$ cat config.mk
export PLATFORM = sky130hd
export DESIGN_NAME = mem_port_arbiter
export DESIGN_NICKNAME = d
export VERILOG_FILES = /design/src/rtl/mem_port_arbiter.sv
export SDC_FILE = /design/constraint.sdc
export NUM_CORES = 1
export LEC_CHECK = 0
export ABC_AREA = 1
export CORE_MARGIN = 3
export CORE_UTILIZATION = 37
export CTS_CLUSTER_DIAMETER = 60
export CTS_CLUSTER_SIZE = 25
export DETAILED_ROUTE_END_ITERATION = 12
export GPL_ROUTABILITY_DRIVEN = 0
export PLACE_DENSITY_LB_ADDON = 0.2
export SYNTH_ARGS = -nofsm -noshare
export SYNTH_HDL_FRONTEND = slang
export SYNTH_SLANG_ARGS = --single-unit
$ cat constraint.sdc
create_clock -name clk -period 2.2 [get_ports clk]
set_input_delay 0.44 -clock clk [delete_from_list [all_inputs] [get_ports clk]]
set_output_delay 0.44 -clock clk [all_outputs]
set_load 0.005 [all_outputs]
$ cat src/rtl/mem_port_arbiter.sv
// mem_port_arbiter: shares one single-port sync memory between IF and LS; define ARB_RR_EN for round-robin arbitration
module mem_port_arbiter #(
  parameter int ADDR_W  = 32,
  parameter int DATA_W  = 32,
  parameter int MEM_LAT = 1
) (
  input  logic                  clk,
  input  logic                  rst,
  input  logic                  if_req_valid,
  output logic                  if_req_ready,
  input  logic [ADDR_W-1:0]     if_addr,
  output logic                  if_rsp_valid,
  output logic [DATA_W-1:0]     if_rdata,
  input  logic                  ls_req_valid,
  output logic                  ls_req_ready,
  input  logic [ADDR_W-1:0]     ls_addr,
  input  logic                  ls_wen,
  input  logic [DATA_W/8-1:0]   ls_wmask,
  input  logic [DATA_W-1:0]     ls_wdata,
  output logic                  ls_rsp_valid,
  output logic [DATA_W-1:0]     ls_rdata,
  output logic                  mem_en,
  output logic                  mem_wen,
  output logic [ADDR_W-1:0]     mem_addr,
  output logic [DATA_W/8-1:0]   mem_wmask,
  output logic [DATA_W-1:0]     mem_wdata,
  input  logic [DATA_W-1:0]     mem_rdata,
  output logic                  busy
);
  localparam logic [1:0] IDLE  = 2'd0;
  localparam logic [1:0] ISSUE = 2'd1;
  localparam logic [1:0] WAIT  = 2'd2;
  localparam logic [1:0] RESP  = 2'd3;

  if (MEM_LAT < 1 || MEM_LAT > 4) begin : g_lat_chk
    $error("mem_port_arbiter: MEM_LAT must be 1..4");
  end

  logic [1:0]          state;
  logic [2:0]          cnt;
  logic                gnt_ls;
  logic [ADDR_W-1:0]   addr_q;
  logic                wen_q;
  logic [DATA_W/8-1:0] wmask_q;
  logic [DATA_W-1:0]   wdata_q;
  logic                idle, issue, resp, hs, sel_ls;

  assign idle  = state == IDLE;
  assign issue = state == ISSUE;
  assign resp  = state == RESP;
  assign hs    = idle && (if_req_valid || ls_req_valid);

`ifdef ARB_RR_EN
  logic last_ls;
  assign sel_ls = ls_req_valid && (!if_req_valid || !last_ls);
  // remember who won the last handshake so a tie goes to the other side
  always_ff @(posedge clk or negedge rst)
    if (!rst) last_ls <= 1'b0;
    else if (hs) last_ls <= sel_ls;
`else
  assign sel_ls = ls_req_valid;
`endif

  assign ls_req_ready = idle && sel_ls;
  assign if_req_ready = idle && !sel_ls && if_req_valid;

  // transaction sequencing; request fields are captured once at the handshake
  always_ff @(posedge clk or negedge rst) begin
    if (!rst) begin
      state   <= IDLE;
      cnt     <= 3'd0;
      gnt_ls  <= 1'b0;
      addr_q  <= '0;
      wen_q   <= 1'b0;
      wmask_q <= '0;
      wdata_q <= '0;
    end else begin
      case (state)
        IDLE: if (hs) begin
          state   <= ISSUE;
          gnt_ls  <= sel_ls;
          addr_q  <= sel_ls ? ls_addr : if_addr;
          wen_q   <= sel_ls && ls_wen;
          wmask_q <= (sel_ls && ls_wen) ? ls_wmask : '0;
          wdata_q <= sel_ls ? ls_wdata : '0;
        end
        ISSUE: begin
          state <= (MEM_LAT == 1) ? RESP : WAIT;
          cnt   <= 3'(MEM_LAT - 1);
        end
        WAIT: begin
          cnt <= cnt - 3'd1;
          if (cnt == 3'd1) state <= RESP;
        end
        default: state <= IDLE;
      endcase
    end
  end

  assign mem_en       = issue;
  assign mem_wen      = issue && wen_q;
  assign mem_addr     = issue ? addr_q : '0;
  assign mem_wmask    = issue ? wmask_q : '0;
  assign mem_wdata    = issue ? wdata_q : '0;
  assign if_rsp_valid = resp && !gnt_ls;
  assign ls_rsp_valid = resp && gnt_ls;
  assign if_rdata     = if_rsp_valid ? mem_rdata : '0;
  assign ls_rdata     = (ls_rsp_valid && !wen_q) ? mem_rdata : '0;
  assign busy         = !idle;
endmodule

==> results of run 1 <==
## sequential cells by signal (all words and copies together) (netlist names)
signal and cells:
addr_q 32, cnt 3, wen_q 1, wdata_q 32, wmask_q 4, state 2
gnt_ls 1
## layout make-up
class,instances,area (um^2)
Inverter,148,556
Tap cell,140,175
Clock buffer,9,225
Sequential cell,75,1880
Timing Repair Buffer,304,2860
Clock inverter,6,42.5
Multi-Input combinational cell,436,1810
Fill cell,1013,3630
## worst min-delay path by stage
stage,to,slack (ps)
final,wdata_q[18]$_DFFE_PN0P_,40
after global routing,wdata_q[20]$_DFFE_PN0P_,70
after CTS,wdata_q[20]$_DFFE_PN0P_,60
after detailed placement,wdata_q[20]$_DFFE_PN0P_,410
after global placement,wdata_q[18]$_DFFE_PN0P_,410
after floorplan,addr_q[0]$_DFFE_PN0P_,140
## routing by layer
layer,up-vias,global-route usage
met5,-,0
met2,191,0.369
li1,2520,-
met4,2,0.0602
met1,2100,0.284
met3,23,0.0692
## worst max-delay path, stage by stage (launching register included)
cell and delay, ps:
dfrtp_1 430, inv_1 150, ha_4 180, nand2_1 80
nor2_1 100, clkdlybuf4s50_1 510
## cells in the mapped netlist
library cell / number
buf_6: 3
xor2_1: 1
nor2_1: 69
inv_1: 147
o22ai_1: 2
inv_2: 1
buf_2: 17
nand2_2: 2
clkbuf_1: 14
nand2_1: 320
ha_1: 6
o21ai_0: 34
dfrtp_1: 75
nand3_1: 2
## where the power goes
part	internal [mW]	switching (mW)
clock	0.758	0.562
sequential	2.02	0.359
combinational	2.07	2.16
total	4.85	3.09
## repair_timing
action | 4_1_cts | 5_1_grt
endpoints found under the setup margin | 138 | 81
resized for setup | 155 | 91
gates cloned | 5 | 0
buffers inserted | 13 | 2
pin swaps | 2 | 1
## cell families (layout without fill, tap and decap cells)
logic type      after synthesis  after routing  synth area share
compound gates               36             36            0.0420
fa+ha+maj                     6              6            0.0172
simple gates                393            393             0.341
buf+inv                     182            467             0.167
xor+xnor                      1              1           0.00201
flops                        75             75             0.431
## stage by stage
step	instances	TNS, ps	hold slack, ps	worst slack (ps)	utilization
2_1_floorplan	693	0	144	456	-
3_3_place_gp	1086	0	408	128	0.649
3_5_place_dp	1086	0	406	137	0.649
4_1_cts	1119	-835	57.3	-82.3	0.685
5_1_grt	1118	-723	67.7	-77.6	0.675
6_report	1118	-0.366	44.1	-0.366	0.675
==> results.md, run 1 <==
* Leading area contributor after synthesis: dfrtp_1
* Top Metal Used: met5
* Most frequent cells in the layout: nand2_1, inv_1, clkdlybuf4s50_1
* Routed wl met2 at roughly 7000 um
* Max-slew violations at 0
* Area growth syn-to-layout at 73.2%
* CTS tree: built
* ANT cells at 0
* FF-to-FF End: wdata_q[29]$_DFFE_PN0P_
* Crit end category: output pin
* CP Launch Type: flip-flop
* Sinks on Clock Net at 75
* Total CTS buffers at 9
* WP data required at 1760 ps
* Seq/Total Area, Yosys at 0.431
* Final antenna-violating net count at 0
* # rows at 38
* Status: finished with violations
* Routed WL at around 15000 um
* DRC viols at 0
* Final min period at 2200 ps
* Violated checks: setup timing
* Final hold violation count at 0
* Clk_skew at 4.12 ps
* RSZ-0062 raised after global routing: true
* Initial Utilization at 0.390
* Max-slew headroom at 0.654
* Max Cap Viol at 0
* Vias per cell at approximately 4.3
* I/O Buffers at 275
* Reg-to-Reg Start: state[0]$_DFFE_PN0P_
* Syn nets at 836
* Seq cells post-synth at 75
* Leak at 4.79 nW
* Cells after Synth at 693
* VDD IR-drop max at 0.000896 V
* Share of the synthesized area in the top cell type at 0.431
* Min-Delay Path Class: input pin to asynchronous set/reset pin
* WL per Instance at between 10 and 15 um
* Final instance area at 7540 um^2
* Crit path to: if_req_ready
* Number of global-route vias before repair at roughly 4700
* Drt first-iter violations at 294
* Synthesis warning total at 0
* Worst-Skew Late Latency at 320 ps
* Die Ht at 114 um
* Layout cells sized above 1 at 0.0992
* Dpl hpwl at ~11000 um
* Total Die Area at ~13000 um^2
* Worst setup margin at -0.366 ps
* Clock Tree Buf Depth at 2
* Reg clk slew, reported paths at 60 ps
* Setup CP Type: flip-flop to output pin
* Syn avg cell area at 6.28 um^2
* Synth cell types at 14
* Top post-synthesis cells by area: dfrtp_1, nand2_1, inv_1
* Met3 wire length at 1300 um
* Post-synthesis cell area at between 4000 and 5000 um^2
* PD cells at 1050 nW/um^2
* Fmax achieved at 454 MHz
* Hold_buf cts at 0
* CP Max Fanout at 4
* Final setup fails at 1
* Critical Path AT at 1760 ps
* Grt ovf at 0
* Final nets at 1117
* Clock root buffer: clkbuf_16
* Met1 WL at 6260 um
* IO Count at between 200 and 300
* Gr usage total at 0.223
* H-tree lvl count at 3
* Routed vias at 4836
* Initial antenna violation count at 1
* Most common cell after layout, fill and taps aside: nand2_1
* Reg-to-reg setup timing slack at 460 ps
* Die W at 114 um
* PnR Total Power at 7.93 mW
* Worst Tran Pin Value at 519 ps
* Cells on worst reg2reg path at 9
* CORE AREA at 11200 um^2
* Final period util at 1.00
* Largest net degree at the start of global routing at between 60 and 70
* 1st-pass router iterations at 4
* First-pass GRT wire length at 23300 um
* CP startpoint: state[0]$_DFFE_PN0P_
* Area after DPL at around 7300 um^2
Power figures use the tool's default switching activity.
==> inputs of run 2 (changes only) <==
--- a/config.mk
+++ b/config.mk
@@ -5,14 +5,15 @@
 export SDC_FILE = /design/constraint.sdc
 export NUM_CORES = 1
 export LEC_CHECK = 0
-export ABC_AREA = 1
+export ABC_AREA = 0
 export CORE_MARGIN = 3
-export CORE_UTILIZATION = 37
+export CORE_UTILIZATION = 36
 export CTS_CLUSTER_DIAMETER = 60
 export CTS_CLUSTER_SIZE = 25
 export DETAILED_ROUTE_END_ITERATION = 12
 export GPL_ROUTABILITY_DRIVEN = 0
 export PLACE_DENSITY_LB_ADDON = 0.2
+export SKIP_CTS_REPAIR_TIMING = 1
 export SYNTH_ARGS = -nofsm -noshare
 export SYNTH_HDL_FRONTEND = slang
 export SYNTH_SLANG_ARGS = --single-unit
==> results.md, run 2 <==
* Status: finished with violations
* Violated checks: setup timing
* Syn avg cell area at 10.0 um^2 (+60%)
* PnR Total Power at 9.13 mW (+15%)
* Count leader, synth: and2_1
* Final period util at 1.06 (+0.0585)
* 1st-pass router iterations at 4 (unchanged)
* CP cell instances: buf_4 -> inv_4 -> ha_4 -> buf_4 -> buf_4 -> buf_6 -> buf_4 -> and2_1 -> dlymetal6s2s_1
* Crit end category: output pin
* Met1 WL at 5950 um (-5.0%)
* Post-synthesis cell area at 4060 um^2 (-6.6%)
* First-pass GRT wire length at 21600 um (-7.4%)
* Final antenna-violating net count at 0 (unchanged)
* Largest net degree at the start of global routing at 66 (unchanged)
* # rows at 38 (unchanged)
* WL per Instance at 19.0 um (+43%)
* Final nets at 854 (-24%)
* Die Ht at 112 um (-1.9%)
* Drt first-iter violations at 210 (-29%)
* Cells on worst reg2reg path at 7 (-2)
* Post-synth EDFFs at 0 (unchanged)
* Met3 wire length at 1280 um (-1.5%)
* Total Die Area at 12600 um^2 (-3.8%)
* Clock Tree Buf Depth at 2 (unchanged)
* Reg-to-Reg Start: state[1]$_DFFE_PN0P_
* Reg clk slew, reported paths at 60 ps (about the same)
* Setup CP Type: flip-flop to output pin
* IO Count at 276 (unchanged)
* Vias per cell at 4.88 (+13%)
* Dpl hpwl at 11300 um (+3.4%)
* Seq cells post-synth at 75 (unchanged)
* Switch share at 0.319 (-0.0696)
* Gr usage total at 0.220 (-0.00313)
* Routed vias at 4190 (-13%)
* Largest regs: addr_q: 32 flops, wdata_q: 32 flops, wmask_q: 4 flops
* Clock root buffer: clkbuf_16
* VDD IR-drop max at 0.000756 V (-16%)
* Leading area contributor after synthesis: dfrtp_1
* CORE AREA at 10900 um^2 (-2.1%)
* Fmax achieved at 429 MHz (-5.5%)
* Routed wl met2 at 8400 um (+19%)
* FF-to-FF End: wdata_q[27]$_DFFE_PN0P_
* Routed WL at 16300 um (+9.6%)
* Layout cells sized above 1 at 0.203 (+0.103)
* RSZ-0062 raised after global routing: true
* Max-slew headroom at 0.675 (+0.0208)
* Leak at 5.28 nW (+10%)
* Clock Power Share at 0.168 (+0.002)
* Async set-reset flop share out of synthesis at 1.00 (unchanged)
* Top post-synthesis cells by area: dfrtp_1, and2_1, mux2i_1
* Seq pwr share at 0.261 (-0.039)
* Die W at 112 um (-1.9%)
* Gate power share at 0.571 (+0.038)
* Number of global-route vias before repair at 3900 (-18%)
* Cells after Synth at 405 (-42%)
* Final min period at 2330 ps (+129 ps)
* Max Cap Viol at 0 (unchanged)
* Total CTS buffers at 9 (unchanged)
* Seq/Total Area, Yosys at 0.462 (+0.0307)
* Most common cell after layout, fill and taps aside: clkdlybuf4s50_1
* Synthesis warning total at 0 (unchanged)
* Grt ovf at 0 (unchanged)
* Worst Tran Pin Value at 488 ps (-31.3 ps)
* Syn nets at 548 (-34%)
* P_int at 6.21 mW (+28%)
* DP Worst Slack at 41.1 ps (-96.2 ps)
* Most Frequent Cell on Critical Path: buf_4
* Initial Utilization at 0.372 (-0.0180)
* Most frequent cells in the layout: clkdlybuf4s50_1, dlymetal6s2s_1, and2_1
* DRC viols at 0 (unchanged)
* Sw power at 2.91 mW (-5.5%)
* Commonest cells post-synth: and2_1, dfrtp_1, mux2i_1
* Critical Path AT at 1890 ps (+130 ps)
* Final setup fails at 43 (+42)
* Critical Path Slowest Stage Cell: dfrtp_1
* WP data required at 1760 ps (about the same)
* Largest stage delay on the critical path at 380 ps (-130 ps)
* CP Launch Type: flip-flop
* Share of the synthesized area in the top cell type at 0.462 (+0.0307)
* Final TNS setup at -3340 ps (-3340 ps)
* Sinks on Clock Net at 75 (unchanged)
* CP startpoint: state[1]$_DFFE_PN0P_
* Initial antenna violation count at 3 (+2)
* Ys flop type: dfrtp_1
* Min-Delay Path Class: input pin to asynchronous set/reset pin
* WHS at 38.4 ps (-5.75 ps)
* H-tree lvl count at 3 (unchanged)
* Synth cell types at 24 (+10)
* Clk_skew at 3.58 ps (-0.540 ps)
* Area growth syn-to-layout at 99.4%
* CTS tree: built
* Worst setup margin at -129 ps (-129 ps)
* PD cells at 1130 nW/um^2 (+7.1%)
* Final hold violation count at 0 (unchanged)
* Reg-to-reg setup timing slack at 470 ps (about the same)
* Top Metal Used: met5
* CP Max Fanout at 6 (+2)
* Worst-Skew Late Latency at 330 ps (about the same)
* I/O Buffers at 275 (unchanged)
* Max-slew violations at 0 (unchanged)
## run 2: cell type report
class / count / area [um^2]
repair buffers: 327 / 3610
inverters: 6 / 25.0
flip-flops and latches: 75 / 1880
diodes: 2 / 5.00
clock buffers: 13 / 270
fillers: 746 / 2830
clock inverters: 3 / 45.0
well taps: 140 / 175
multi-input cells: 292 / 2100
## run 2: worst max-delay path by stage
stage | cells after the start | endpoint | slack, ps
finish | 9 | mem_wdata[17] | -130
global route | 5 | if_rdata[27] | -200
CTS | 6 | ls_rdata[11] | -330
detailed placement | 6 | ls_rdata[11] | 40
global placement | 4 | if_req_ready | 60
floorplan | 5 | ls_rdata[0] | 520
## run 2: worst max-delay path, delay by kind of cell, from the launching register on
family / cells / cell delay, ps
adders and majority gates: 1 / 180
buffers and inverters: 7 / 860
DFF: 1 / 380
and+or+nand+nor: 1 / 130
## run 2: metrics by stage
stage	utilization	area (um^2)	cells
floorplan	-	4060	405
global placement	0.639	6990	803
detailed placement	0.639	6990	803
CTS	0.668	7300	819
global route	0.741	8110	858
finish	0.741	8110	858
## run 2: kinds of logic (layout without fill, tap and decap cells)
group                      count (synthesis)  count (layout)  synth area share
AOI/OAI and AO/OA                         75              75             0.131
muxes                                     35              35            0.0862
other                                      0               2                 0
DFF                                       75              75             0.462
buffers and inverters                     38             349            0.0530
adders and majority gates                  6               6            0.0185
and+or+nand+nor                          176             176             0.250
## run 2: power groups by stage
stage               registers (mW)  logic (mW)  clock network, mW
global placement              2.35        4.15                  0
finish                        2.39        5.21               1.53
floorplan                     2.29        1.95                  0
global route                  2.47        5.60               1.61
detailed placement            2.39        4.22                  0
CTS                           2.37        4.25               1.56
## run 2: metal layers
| metal | GRT usage | vias to the layer above |
|---|---|---|
| li1 | - | 1966 |
| met1 | 0.244 | 1972 |
| met2 | 0.385 | 213 |
| met3 | 0.0631 | 37 |
| met4 | 0.111 | 2 |
| met5 | 0 | - |
